### src/rtl/hycontrol_ingest_if.sv
// Packet ingest bundle: AXI-Stream style byte input, packet buffer write port
// and the held-packet status/acknowledge handshake.
interface hycontrol_ingest_if;
    logic [7:0] s_axis_tdata;
    logic       s_axis_tvalid;
    logic       s_axis_tlast;
    logic       s_axis_tready;
    logic [4:0] buf_addr;
    logic [7:0] buf_dat;
    logic       buf_write;
    logic       pkt_valid;
    logic [5:0] pkt_len;
    logic       pkt_ack;
    logic       overflow;
    logic [7:0] drop_count;

    modport master (
        output s_axis_tdata, s_axis_tvalid, s_axis_tlast, pkt_ack,
        input  s_axis_tready, buf_addr, buf_dat, buf_write,
        input  pkt_valid, pkt_len, overflow, drop_count
    );

    modport slave (
        input  s_axis_tdata, s_axis_tvalid, s_axis_tlast, pkt_ack,
        output s_axis_tready, buf_addr, buf_dat, buf_write,
        output pkt_valid, pkt_len, overflow, drop_count
    );
endinterface

### src/rtl/hycontrol_ingest.sv
// Writes incoming HY packet bytes into a 32x8 buffer, holds a complete packet
// until acknowledged, and discards packets longer than the buffer.
module hycontrol_ingest (
    input  logic                clk,
    input  logic                rst_n,
    hycontrol_ingest_if.slave   bus
);
    localparam int ADDR_W = 5;
    localparam int CNT_W  = 8;
    localparam logic [ADDR_W-1:0] LAST_ADDR = '1;

    typedef enum logic [1:0] {FILL, DROP, HOLD} state_t;

    state_t            state, state_nxt;
    logic [ADDR_W-1:0] wr_ptr, wr_ptr_nxt;
    logic [ADDR_W:0]   pkt_len_r, pkt_len_nxt;
    logic              pkt_valid_r, pkt_valid_nxt;
    logic              overflow_r, overflow_nxt;
    logic [CNT_W-1:0]  drop_count_r, drop_count_nxt;
    logic              tready;
    logic              beat;

    function automatic logic [CNT_W-1:0] sat_inc(input logic [CNT_W-1:0] v);
        return (v == {CNT_W{1'b1}}) ? v : v + 1'b1;
    endfunction

    // Ready drops during reset so no beat can slip through an abandoned packet.
    assign tready = rst_n && (state != HOLD);
    assign beat   = bus.s_axis_tvalid && tready;

    always_comb begin
        state_nxt      = state;
        wr_ptr_nxt     = wr_ptr;
        pkt_len_nxt    = pkt_len_r;
        overflow_nxt   = 1'b0;
        drop_count_nxt = drop_count_r;
        case (state)
            FILL: begin
                if (beat) begin
                    if (bus.s_axis_tlast) begin
                        pkt_len_nxt = {1'b0, wr_ptr} + 1'b1;
                        wr_ptr_nxt  = '0;
                        state_nxt   = HOLD;
                    end else if (wr_ptr == LAST_ADDR) begin
                        wr_ptr_nxt = '0;
                        state_nxt  = DROP;
                    end else begin
                        wr_ptr_nxt = wr_ptr + 1'b1;
                    end
                end
            end
            DROP: begin
                if (beat && bus.s_axis_tlast) begin
                    overflow_nxt   = 1'b1;
                    drop_count_nxt = sat_inc(drop_count_r);
                    state_nxt      = FILL;
                end
            end
            HOLD: begin
                if (bus.pkt_ack) begin
                    state_nxt = FILL;
                end
            end
            default: state_nxt = FILL;
        endcase
        pkt_valid_nxt = (state_nxt == HOLD);
    end

    always_ff @(posedge clk) begin
        if (!rst_n) begin
            state        <= FILL;
            wr_ptr       <= '0;
            pkt_len_r    <= '0;
            pkt_valid_r  <= 1'b0;
            overflow_r   <= 1'b0;
            drop_count_r <= '0;
        end else begin
            state        <= state_nxt;
            wr_ptr       <= wr_ptr_nxt;
            pkt_len_r    <= pkt_len_nxt;
            pkt_valid_r  <= pkt_valid_nxt;
            overflow_r   <= overflow_nxt;
            drop_count_r <= drop_count_nxt;
        end
    end

    assign bus.s_axis_tready = tready;
    assign bus.buf_addr      = wr_ptr;
    assign bus.buf_dat       = bus.s_axis_tdata;
    assign bus.buf_write     = beat && (state == FILL);
    assign bus.pkt_valid     = pkt_valid_r;
    assign bus.pkt_len       = pkt_len_r;
    assign bus.overflow      = overflow_r;
    assign bus.drop_count    = drop_count_r;
endmodule
### src/flat_wrapper.sv
// flat-port wrapper written by rule: the top's interface ports become plain ports
module hycontrol_ingest_flat 
  (clk, rst_n, bus_s_axis_tdata, bus_s_axis_tvalid, bus_s_axis_tlast, bus_pkt_ack, bus_s_axis_tready, bus_buf_addr, bus_buf_dat, bus_buf_write, bus_pkt_valid, bus_pkt_len, bus_overflow, bus_drop_count);
  hycontrol_ingest_if bus_i ();
  input  logic clk;
  input  logic rst_n;
  input wire logic [$bits(bus_i.s_axis_tdata)-1:0] bus_s_axis_tdata;
  input wire logic [$bits(bus_i.s_axis_tvalid)-1:0] bus_s_axis_tvalid;
  input wire logic [$bits(bus_i.s_axis_tlast)-1:0] bus_s_axis_tlast;
  input wire logic [$bits(bus_i.pkt_ack)-1:0] bus_pkt_ack;
  output wire logic [$bits(bus_i.s_axis_tready)-1:0] bus_s_axis_tready;
  output wire logic [$bits(bus_i.buf_addr)-1:0] bus_buf_addr;
  output wire logic [$bits(bus_i.buf_dat)-1:0] bus_buf_dat;
  output wire logic [$bits(bus_i.buf_write)-1:0] bus_buf_write;
  output wire logic [$bits(bus_i.pkt_valid)-1:0] bus_pkt_valid;
  output wire logic [$bits(bus_i.pkt_len)-1:0] bus_pkt_len;
  output wire logic [$bits(bus_i.overflow)-1:0] bus_overflow;
  output wire logic [$bits(bus_i.drop_count)-1:0] bus_drop_count;
  assign bus_i.s_axis_tdata = bus_s_axis_tdata;
  assign bus_i.s_axis_tvalid = bus_s_axis_tvalid;
  assign bus_i.s_axis_tlast = bus_s_axis_tlast;
  assign bus_i.pkt_ack = bus_pkt_ack;
  assign bus_s_axis_tready = bus_i.s_axis_tready;
  assign bus_buf_addr = bus_i.buf_addr;
  assign bus_buf_dat = bus_i.buf_dat;
  assign bus_buf_write = bus_i.buf_write;
  assign bus_pkt_valid = bus_i.pkt_valid;
  assign bus_pkt_len = bus_i.pkt_len;
  assign bus_overflow = bus_i.overflow;
  assign bus_drop_count = bus_i.drop_count;
  hycontrol_ingest u_core (.clk(clk), .rst_n(rst_n), .bus(bus_i));
endmodule
### config.mk
export PLATFORM = sky130hd
export DESIGN_NAME = hycontrol_ingest_flat
export DESIGN_NICKNAME = d
export VERILOG_FILES = /design/src/rtl/hycontrol_ingest_if.sv /design/src/rtl/hycontrol_ingest.sv /design/src/flat_wrapper.sv
export SDC_FILE = /design/constraint.sdc
export NUM_CORES = 1
export LEC_CHECK = 0
export ABC_AREA = 1
export ABC_CLOCK_PERIOD_IN_PS = 1800
export CORE_MARGIN = 1
export CORE_UTILIZATION = 45
export CTS_BUF_LIST = sky130_fd_sc_hd__clkbuf_8
export CTS_CLUSTER_SIZE = 25
export DETAILED_ROUTE_END_ITERATION = 6
export GPL_TIMING_DRIVEN = 0
export MAX_ROUTING_LAYER = met4
export PLACE_DENSITY = 0.89
export RECOVER_POWER = 100
export REMOVE_ABC_BUFFERS = 1
export SYNTH_ARGS = -nofsm -noshare
export SYNTH_HDL_FRONTEND = slang
export SYNTH_SLANG_ARGS = --single-unit
### constraint.sdc
create_clock -name clk -period 1.8 [get_ports clk]
set_input_delay 0.45 -clock clk [delete_from_list [all_inputs] [get_ports clk]]
set_output_delay 0.45 -clock clk [all_outputs]
set_load 0.02 [all_outputs]
==> impl_metrics.ini, run 1 <==
[synthesis]
synth_area_per_cell_um2 = 7.90
syn_area_um2 = 1190
yosysWarnings = 0
synth-simple-area-share_pct = 30.2
synthesis.instances = 151
yosys.area_share.xor_xnor_pct = 3.67
synth_top_family_by_area = simple AND/OR/NAND/NOR gates
synth_seq_cells = 23
synthMuxAreaShare_pct = 0
synth.distinct_cells = 29
synth_compound_area_share_pct = 13.6
synth_fa_ha_area_share_pct = 3.14
seq_area_frac_synth_pct = 38.6

[timing]
slew_violations = 0
rsz0062_at_grt = false
period_minus_slack_ps = 1760
hold_violations = 0
tns_ps = 0
slew_headroom_pct = 77.9
finalSetupViolCount = 0
fin_skew_ps = 4.83
hold_slack_ps = 482
final.period_utilization_pct = 97.6
clock.fmax_ghz = 0.569
tightest_slew_ps = 331

[power_and_ir_drop]
p_sw_w = 0.000226
p_comb_share_pct = 10.0
vdd.ir_drop.worst_uv = 637
powerDensity_nw_per_um2 = 657
swShare_pct = 24.2
clkPwrFrac_pct = 33.8
internal-power_w = 0.000708
p_leak_nw = 0.584
sequentialPowerShare_pct = 56.3

[drt]
ant_nets = 0
drt_iter0_markers = 12
wl_per_cell_um = 11.6
vias_per_cell = 5.11
vias = 1032
drt_first_pass_iters = 4
drt_drc_violations_left = 0
drt-total-wl_um = 2340

[setup_path]
cp_data_required_time_ps = 1350
critical_path.startpoint = u_core.bus.buf_addr[0]$_SDFFE_PN0P_
cp_num_buf_inv = 1
crit_type = register to output port
r2r_start = u_core.bus.buf_addr[0]$_SDFFE_PN0P_
critPathLaunchType = register
path_cells = clkdlybuf4s50_1
crit_family = buffers and inverters
rr_endpoint = u_core.bus.buf_addr[1]$_SDFFE_PN0P_
reg2reg_depth = 6
crit_path_max_fanout = 6
endpoint_kind = output port
rrSetupSlack_ps = 260
slowest_delay_ps = 640
crit_path_top_delay_cell = clkdlybuf4s50_1
crit_arrival_ps = 1310

[clock_network]
cts_tree = built
clock_path_buffers = 2
insertion_delay_ps = 260
cts-root-buf = clkbuf_8
htreeDepth = 1
clkTransAtPathRegs_ps = 80
cts_setup_buffers = 0
clock-sinks = 23
numCtsBuffers = 3

[layout]
drive_gt1_share_pct = 13.4
fin_area_um2 = 1420
diodes = 0
finalNonFillerCells = 202
final_nets = 189
syn2layout_area_growth_pct = 19.1

[placed_design]
placed_cell_area_um2 = 1430
routabilityCongestion = 0.875
dpl.hpwl_um = 1760
io_buffers = 27
dp_cells = 198

[grt]
grt_max_degree = 16
grt_pass1_wl_um = 4020
overflow = 0
grt_pass1_vias = 963
antenna_found_initial = 0
grt_usage_pct = 19.6

[worst_hold_path]
min_path_type = register to register
hp-start = u_core.bus.pkt_len[5]$_SDFFE_PN0P_
whs_endpoint = u_core.bus.pkt_len[5]$_SDFFE_PN0P_
whs_path_depth = 2

[floorplanning]
chipWidth_um = 53.5
die_area_um2 = 2860
die_height_um = 53.5
core_um2 = 2500
initial_utilization_pct = 47.7
io_pins = 44
rows = 18

[job]
drv_cap = 0

[run_status]
status = finished, final reports clean
cells in the final DEF (no fill, tap or decap), types with 2 or more instances in the layout:
master,synthesis,layout
ha_1,3,3
nor2_2,2,3
dlygate4sd3_1,0,9
inv_1,10,11
dfxtp_1,23,23
nor2_1,19,19
clkbuf_8,0,3
nand3_1,3,3
clkdlybuf4s50_1,0,10
a21oi_2,4,4
nand2_2,3,3
inv_2,4,2
a21oi_1,12,12
nand4_4,2,2
xor2_1,5,5
a211oi_1,1,2
nand2_1,32,32
clkbuf_1,0,5
o21ai_0,4,8
layout make-up:
| cell class | count | area, um2 |
|---|---|---|
| clock inverters | 1 | 5.00 |
| multi-input cells | 104 | 586 |
| clock buffers | 3 | 41.3 |
| repair buffers | 27 | 236 |
| well taps | 30 | 37.5 |
| flip-flops and latches | 23 | 460 |
| fillers | 251 | 1080 |
| inverters | 14 | 55.1 |
per-stage QoR:
step           utilization, %  setup slack [ps]  power [W]
2_1_floorplan               -               340   0.000591
5_1_grt                  56.9              2.57   0.000965
3_5_place_dp             57.0              -979   0.000639
3_3_place_gp             57.0              -962   0.000637
4_1_cts                  58.9              13.6   0.000948
6_report                 56.9              42.6   0.000934
tightest hold or removal path: stages, from the launching register on:
cell	delay, ps
dfxtp_1	320
nand2_1	80
a21oi_2	50
synthesized netlist by cell type, drive strengths merged:
library cell | count | area, um2
nor3 | 2 | 21.3
xor2 | 5 | 43.8
buf | 10 | 76.3
nor2 | 23 | 115
nand4 | 2 | 42.5
dfxtp | 23 | 460
nor3b | 1 | 7.51
and3 | 1 | 6.26
ha | 3 | 37.5
a211oi | 2 | 20.0
nand3b | 1 | 7.51
o21a | 1 | 7.51
and2 | 1 | 6.26
nand3 | 3 | 15.0
a21oi | 16 | 95.1
nand2 | 35 | 139
inv | 14 | 52.6
o21ai | 8 | 40.0
how the worst max path moves through the flow:
| stage | to | slack (ps) | depth (start not counted) |
|---|---|---|---|
| detailed placement | bus_s_axis_tready | -980 | 4 |
| finish | bus_buf_addr[0] | 40 | 1 |
| floorplan | u_core.bus.buf_addr[1]$_SDFFE_PN0P_ | 340 | 6 |
| global route | bus_drop_count[6] | 3 | 1 |
| CTS | bus_buf_write | 10 | 4 |
| global placement | bus_s_axis_tready | -960 | 4 |
power groups by stage:
stage | clock network [W] | registers (W) | logic [W]
2_1_floorplan | 0 | 0.000548 | 0.0000423
3_3_place_gp | 0 | 0.000537 | 0.0000998
3_5_place_dp | 0 | 0.000538 | 0.000101
4_1_cts | 0.000322 | 0.000526 | 0.000100
5_1_grt | 0.000337 | 0.000527 | 0.000101
6_report | 0.000315 | 0.000526 | 0.0000931
kinds of logic (layout without fill, tap and decap cells):
family,Yosys count,after routing
compound gates,27,27
xor+xnor,5,5
fa+ha+maj,3,3
buf+inv,24,45
flops,23,23
simple gates,69,69
per-layer routing:
layer	part of all wire [%]	track usage, %
met1	47	23.3
met2	47	31.5
met3	5.4	6.03
met4	0.51	5.70
met5	0	-
repair_timing:
| item | CTS | global route |
|---|---|---|
| resized for setup | 13 | 5 |
| endpoints found under the setup margin | 9 | 5 |
| hold buffers | 0 | 0 |
sequential cells by signal, indices dropped and copies added, names as in the netlist:
name	count
u_core.state	2
u_core.bus.buf_addr	5
u_core.bus.overflow	1
u_core.bus.drop_count	8
u_core.bus.pkt_len	6
u_core.bus.pkt_valid	1
(Power assumes the default switching activity.)
==> run 2: changes to the inputs <==
- SETUP_SLACK_MARGIN: not set -> 0.5
==> run 2 against run 1 <==
Effect of this change:
- worst setup slack improved by 190 ps
- combinational power rose by 9.6%
- count of clock-buffer cells in the layout did not move
- power rose by 1.5%
- global-route usage rose by 1.8 points
- utilization rose by 5.8 points
- clock power rose by 2%
- sequential power barely moved
- sequential share of layout area fell by 1.9 points
- sequential cell count did not move
==> impl_metrics.ini, run 2 (synthesis gave the netlist of run 1 again) <==
[layout]
diodes = 0
final_common_cell = nand2_1
finalNonFillerCells = 218
largest_reg_flops = 8
final_cell_mix = 26 x nand2_1, 21 x clkbuf_1, 18 x nor2_1
final_nets = 205
syn2layout_area_growth_pct = 31.1
drive_gt1_share_pct = 34.6

[drt]
vias = 1146
drt_iter0_markers = 21
drt_drc_violations_left = 0
vias_per_cell = 5.26
wl_per_cell_um = 13.1
ant_nets = 0
drt_first_pass_iters = 4
drt-total-wl_um = 2860

[grt]
grt_usage_pct = 21.3
grt_pass1_vias = 1027
overflow = 0
grt_pass1_wl_um = 4350
antenna_found_initial = 0
grt_max_degree = 16

[placed_design]
dpl.hpwl_um = 1760
place_worst_setup_slack_ps = -979
dp_cells = 198
routabilityCongestion = 0.875
io_buffers = 27

[floorplanning]
chipWidth_um = 53.5
initial_utilization_pct = 47.7
core_um2 = 2500
die_area_um2 = 2860
io_pins = 44
rows = 18
die_height_um = 53.5

[setup_path]
endpoint_kind = output port
crit_arrival_ps = 1120
cp_num_buf_inv = 3
slowest_delay_ps = 330
crit_path_top_delay_cell = dfxtp_1
crit_family = buffers and inverters
crit_path_max_fanout = 2
path_cells = inv_2, buf_6, a21oi_4, clkbuf_1
r2r_start = u_core.state[0]$_SDFF_PN0_
critical_path.startpoint = u_core.state[0]$_SDFF_PN0_
crit_type = register to output port
cp_data_required_time_ps = 1350
critPathLaunchType = register

[timing]
fin_skew_ps = 6.70
clock.fmax_ghz = 0.636
tightest_slew_ps = 329
period_minus_slack_ps = 1570
rsz0062_at_grt = true
final.period_utilization_pct = 87.3
finalSetupViolCount = 0
hold_violations = 0
slew_headroom_pct = 78.0
slew_violations = 0
worst_slack_ps = 228

[clock_network]
cts-root-buf = clkbuf_8
insertion_delay_ps = 260
clock_path_buffers = 2
cts_tree = built
numCtsBuffers = 3
htreeDepth = 1
clock-sinks = 23
holdBufCountCts = 0
clkTransAtPathRegs_ps = 90

[job]
drv_cap = 0

[worst_hold_path]
hp-start = rst_n
min_path_type = primary input to register

[power_and_ir_drop]
vdd.ir_drop.worst_uv = 572
p_leak_nw = 0.652
powerDensity_nw_per_um2 = 605

[run_status]
status = finished, final reports clean
-- run 2: cell count changes in the layout (fill, tap and decap cells not counted), moves of 5 or more --
cell,before,now
clkdlybuf4s50_1,10,1
dfxtp_2,0,5
dlygate4sd3_1,9,0
clkbuf_1,5,21
dfxtp_1,23,15
nand2_1,32,26
buf_4,0,13
-- run 2: power breakdown --
group,switching [W],total (W),internal [W],leakage (nW)
Clock,0.000167,0.000321,0.000154,0.0255
Sequential,0.00000851,0.000524,0.000515,0.191
Combinational,0.0000650,0.000102,0.0000374,0.435
-- run 2: stage by stage --
stage / TNS [ps] / cell area (um2) / util [%] / power (W) / hold WS (ps)
final: 0 / 1570 / 62.6 / 0.000948 / 443
after global routing: 0 / 1570 / 62.6 / 0.000972 / 449
after CTS: 0 / 1590 / 63.6 / 0.000951 / 483
after detailed placement: -7410 / 1430 / 57.0 / 0.000639 / 467
after global placement: -6740 / 1430 / 57.0 / 0.000637 / 466
after floorplan: 0 / 1120 / - / 0.000591 / 506
-- run 2: repair_timing --
action / in CTS / in global routing
endpoints found under the hold margin: 0 / 0
resized for setup: 146 / 20
setup endpoints to repair: 46 / 29
setup buffers: 13 / 3
pin swaps: 16 / 10
-- run 2: layout make-up --
type	instances	area [um2]
fillers	224	935
repair buffers	43	258
clock inverters	1	5.00
well taps	30	37.5
clock buffers	3	41.3
inverters	14	57.6
multi-input cells	104	688
flip-flops and latches	23	478
-- run 2: tightest hold or removal path, delay by kind of cell --
family | cells | cell delay [ps]
AND/OR/NAND/NOR | 1 | 40
AO/OA/AOI/OAI | 1 | 60
buffers and inverters | 1 | 130
-- run 2: path summary, 6_finish.rpt --
path                            slack, ps  cells past startpoint                                    end
worst max-delay path                  230                      4                      bus_s_axis_tready
worst min-delay path                  440                      3  u_core.bus.drop_count[1]$_SDFFE_PN0P_
worst max register to register        230                      9  u_core.bus.drop_count[5]$_SDFFE_PN0P_
worst min register to register        480                      2     u_core.bus.pkt_len[5]$_SDFFE_PN0P_
-- run 2: metal layers --
layer  GRT usage [%]  vias up  wire (um)
li1                -      554          -
met4            6.14        0         42
met1            23.7      546       1200
met2            36.7       40       1450
met5               -        -          0
met3            6.32        6        170
==> run 3: changes to the inputs <==
- TNS_END_PERCENT: not set -> 5
==> run 3 against run 2 <==
Effect of this change:
- clock skew down 3.8 ps
- register-to-register slack better by 20 ps
- power down 0.46%
- global-route usage down 1.3 points
- wire length down 7.2%
- utilization down 3.0 points
- critical path type unchanged
- critical endpoint is now bus_buf_addr[4]
- largest power group unchanged
==> impl_metrics.ini, run 3 (synthesis gave the netlist of run 1 again) <==
[power_and_ir_drop]
p_leak_nw = 0.679
powerDensity_nw_per_um2 = 633
swShare_pct = 24.8
clkPwrFrac_pct = 33.9
p_sw_w = 0.000234
p_comb_share_pct = 10.2
vdd.ir_drop.worst_uv = 633
internal-power_w = 0.000709
sequentialPowerShare_pct = 55.9

[drt]
ant_nets = 0
drt_iter0_markers = 27
drt_drc_violations_left = 0
vias = 1081
vias_per_cell = 5.17
drt_first_pass_iters = 4
wl_per_cell_um = 12.7
drt-total-wl_um = 2650

[timing]
clock.fmax_ghz = 0.643
tns_ps = 0
final.period_utilization_pct = 86.4
tightest_slew_ps = 403
slew_violations = 0
slew_headroom_pct = 73.1
fin_skew_ps = 2.92
rsz0062_at_grt = true
period_minus_slack_ps = 1560
worst_slack_ps = 244
finalSetupViolCount = 0
hold_violations = 0

[setup_path]
cp_num_buf_inv = 1
path_cells = clkdlybuf4s25_1
endpoint_kind = output port
cp_data_required_time_ps = 1350
crit_family = flip-flops
crit_path_max_fanout = 3
crit_path_top_delay_cell = dfxtp_1
crit_arrival_ps = 1110
crit_type = register to output port
slowest_delay_ps = 430
critPathLaunchType = register

[clock_network]
numCtsBuffers = 3
cts-root-buf = clkbuf_8
clock-sinks = 23
cts_tree = built
htreeDepth = 1
holdBufCountCts = 0
clkTransAtPathRegs_ps = 80
insertion_delay_ps = 260
clock_path_buffers = 2

[floorplanning]
initial_utilization_pct = 47.7
core_um2 = 2500
io_pins = 44
rows = 18
die_area_um2 = 2860
die_height_um = 53.5
chipWidth_um = 53.5

[layout]
final_common_cell = nand2_1
fin_area_um2 = 1490
syn2layout_area_growth_pct = 24.8
final_nets = 196
largest_reg_flops = 8
diodes = 0
drive_gt1_share_pct = 18.4
final_cell_mix = 33 x nand2_1, 21 x dfxtp_1, 20 x nor2_1

[grt]
grt_usage_pct = 20.0
antenna_found_initial = 0
grt_pass1_wl_um = 4120
overflow = 0
grt_pass1_vias = 975
grt_max_degree = 16

[placed_design]
dpl.hpwl_um = 1760
io_buffers = 27
place_worst_setup_slack_ps = -979
routabilityCongestion = 0.875
placed_cell_area_um2 = 1430

[job]
drv_cap = 0

[worst_hold_path]
min_path_type = primary input to register

[run_status]
status = finished, final reports clean
==> run 3: final timing paths <==
kind              slack, ps                               endpoint                                   from  depth (start not counted)
setup reg to reg        250    u_core.bus.buf_addr[3]$_SDFFE_PN0P_    u_core.bus.buf_addr[1]$_SDFFE_PN0P_                          6
hold / removal          450  u_core.bus.drop_count[6]$_SDFFE_PN0P_                                  rst_n                          3
hold reg to reg         490  u_core.bus.drop_count[3]$_SDFFE_PN0P_  u_core.bus.drop_count[3]$_SDFFE_PN0P_                          2
setup / recovery        240                        bus_buf_addr[4]    u_core.bus.buf_addr[4]$_SDFFE_PN0P_                          1
==> run 3: metrics by stage <==
step | hold WS [ps] | utilization [%] | instances | total power (W)
finish | 450 | 59.6 | 209 | 0.000943
global route | 449 | 59.6 | 209 | 0.000972
CTS | 484 | 58.7 | 205 | 0.000945
detailed placement | 467 | 57.0 | 198 | 0.000639
global placement | 466 | 57.0 | 198 | 0.000637
floorplan | 506 | - | 141 | 0.000591
==> run 3: cell type report <==
class	instances	area [um2]
clock buffers	3	41.3
clock inverters	1	5.00
fillers	248	1010
inverters	14	55.1
multi-input cells	105	614
flip-flops and latches	23	463
well taps	30	37.5
repair buffers	33	274
==> run 3: worst min-delay path, cell delays in order <==
cell     delay, ps
buf_6          130
nand2_1         70
nor2_1          30
==> run 3: power groups by stage <==
stage                     clock network, W  registers [W]  logic (W)
final                             0.000320       0.000527  0.0000965
after CTS                         0.000322       0.000526  0.0000968
after floorplan                          0       0.000548  0.0000423
after global placement                   0       0.000537  0.0000998
after detailed placement                 0       0.000538   0.000101
after global routing              0.000340       0.000528   0.000104
==> run 3: metal layers <==
| layer | vias up | track usage (%) | wire length [um] |
|---|---|---|---|
| li1 | 537 | - | - |
| met4 | 0 | 5.26 | 11 |
| met2 | 40 | 32.7 | 1280 |
| met1 | 502 | 23.8 | 1190 |
| met5 | - | - | 0 |
| met3 | 2 | 6.03 | 166 |
==> run 3: what timing repair did <==
action                                  CTS  global route
pin swaps                                 4             7
cloned                                    0             1
gates resized for setup                  47            30
hold endpoints to repair                  0             0
endpoints found under the setup margin   46            45
setup buffers                             3             3
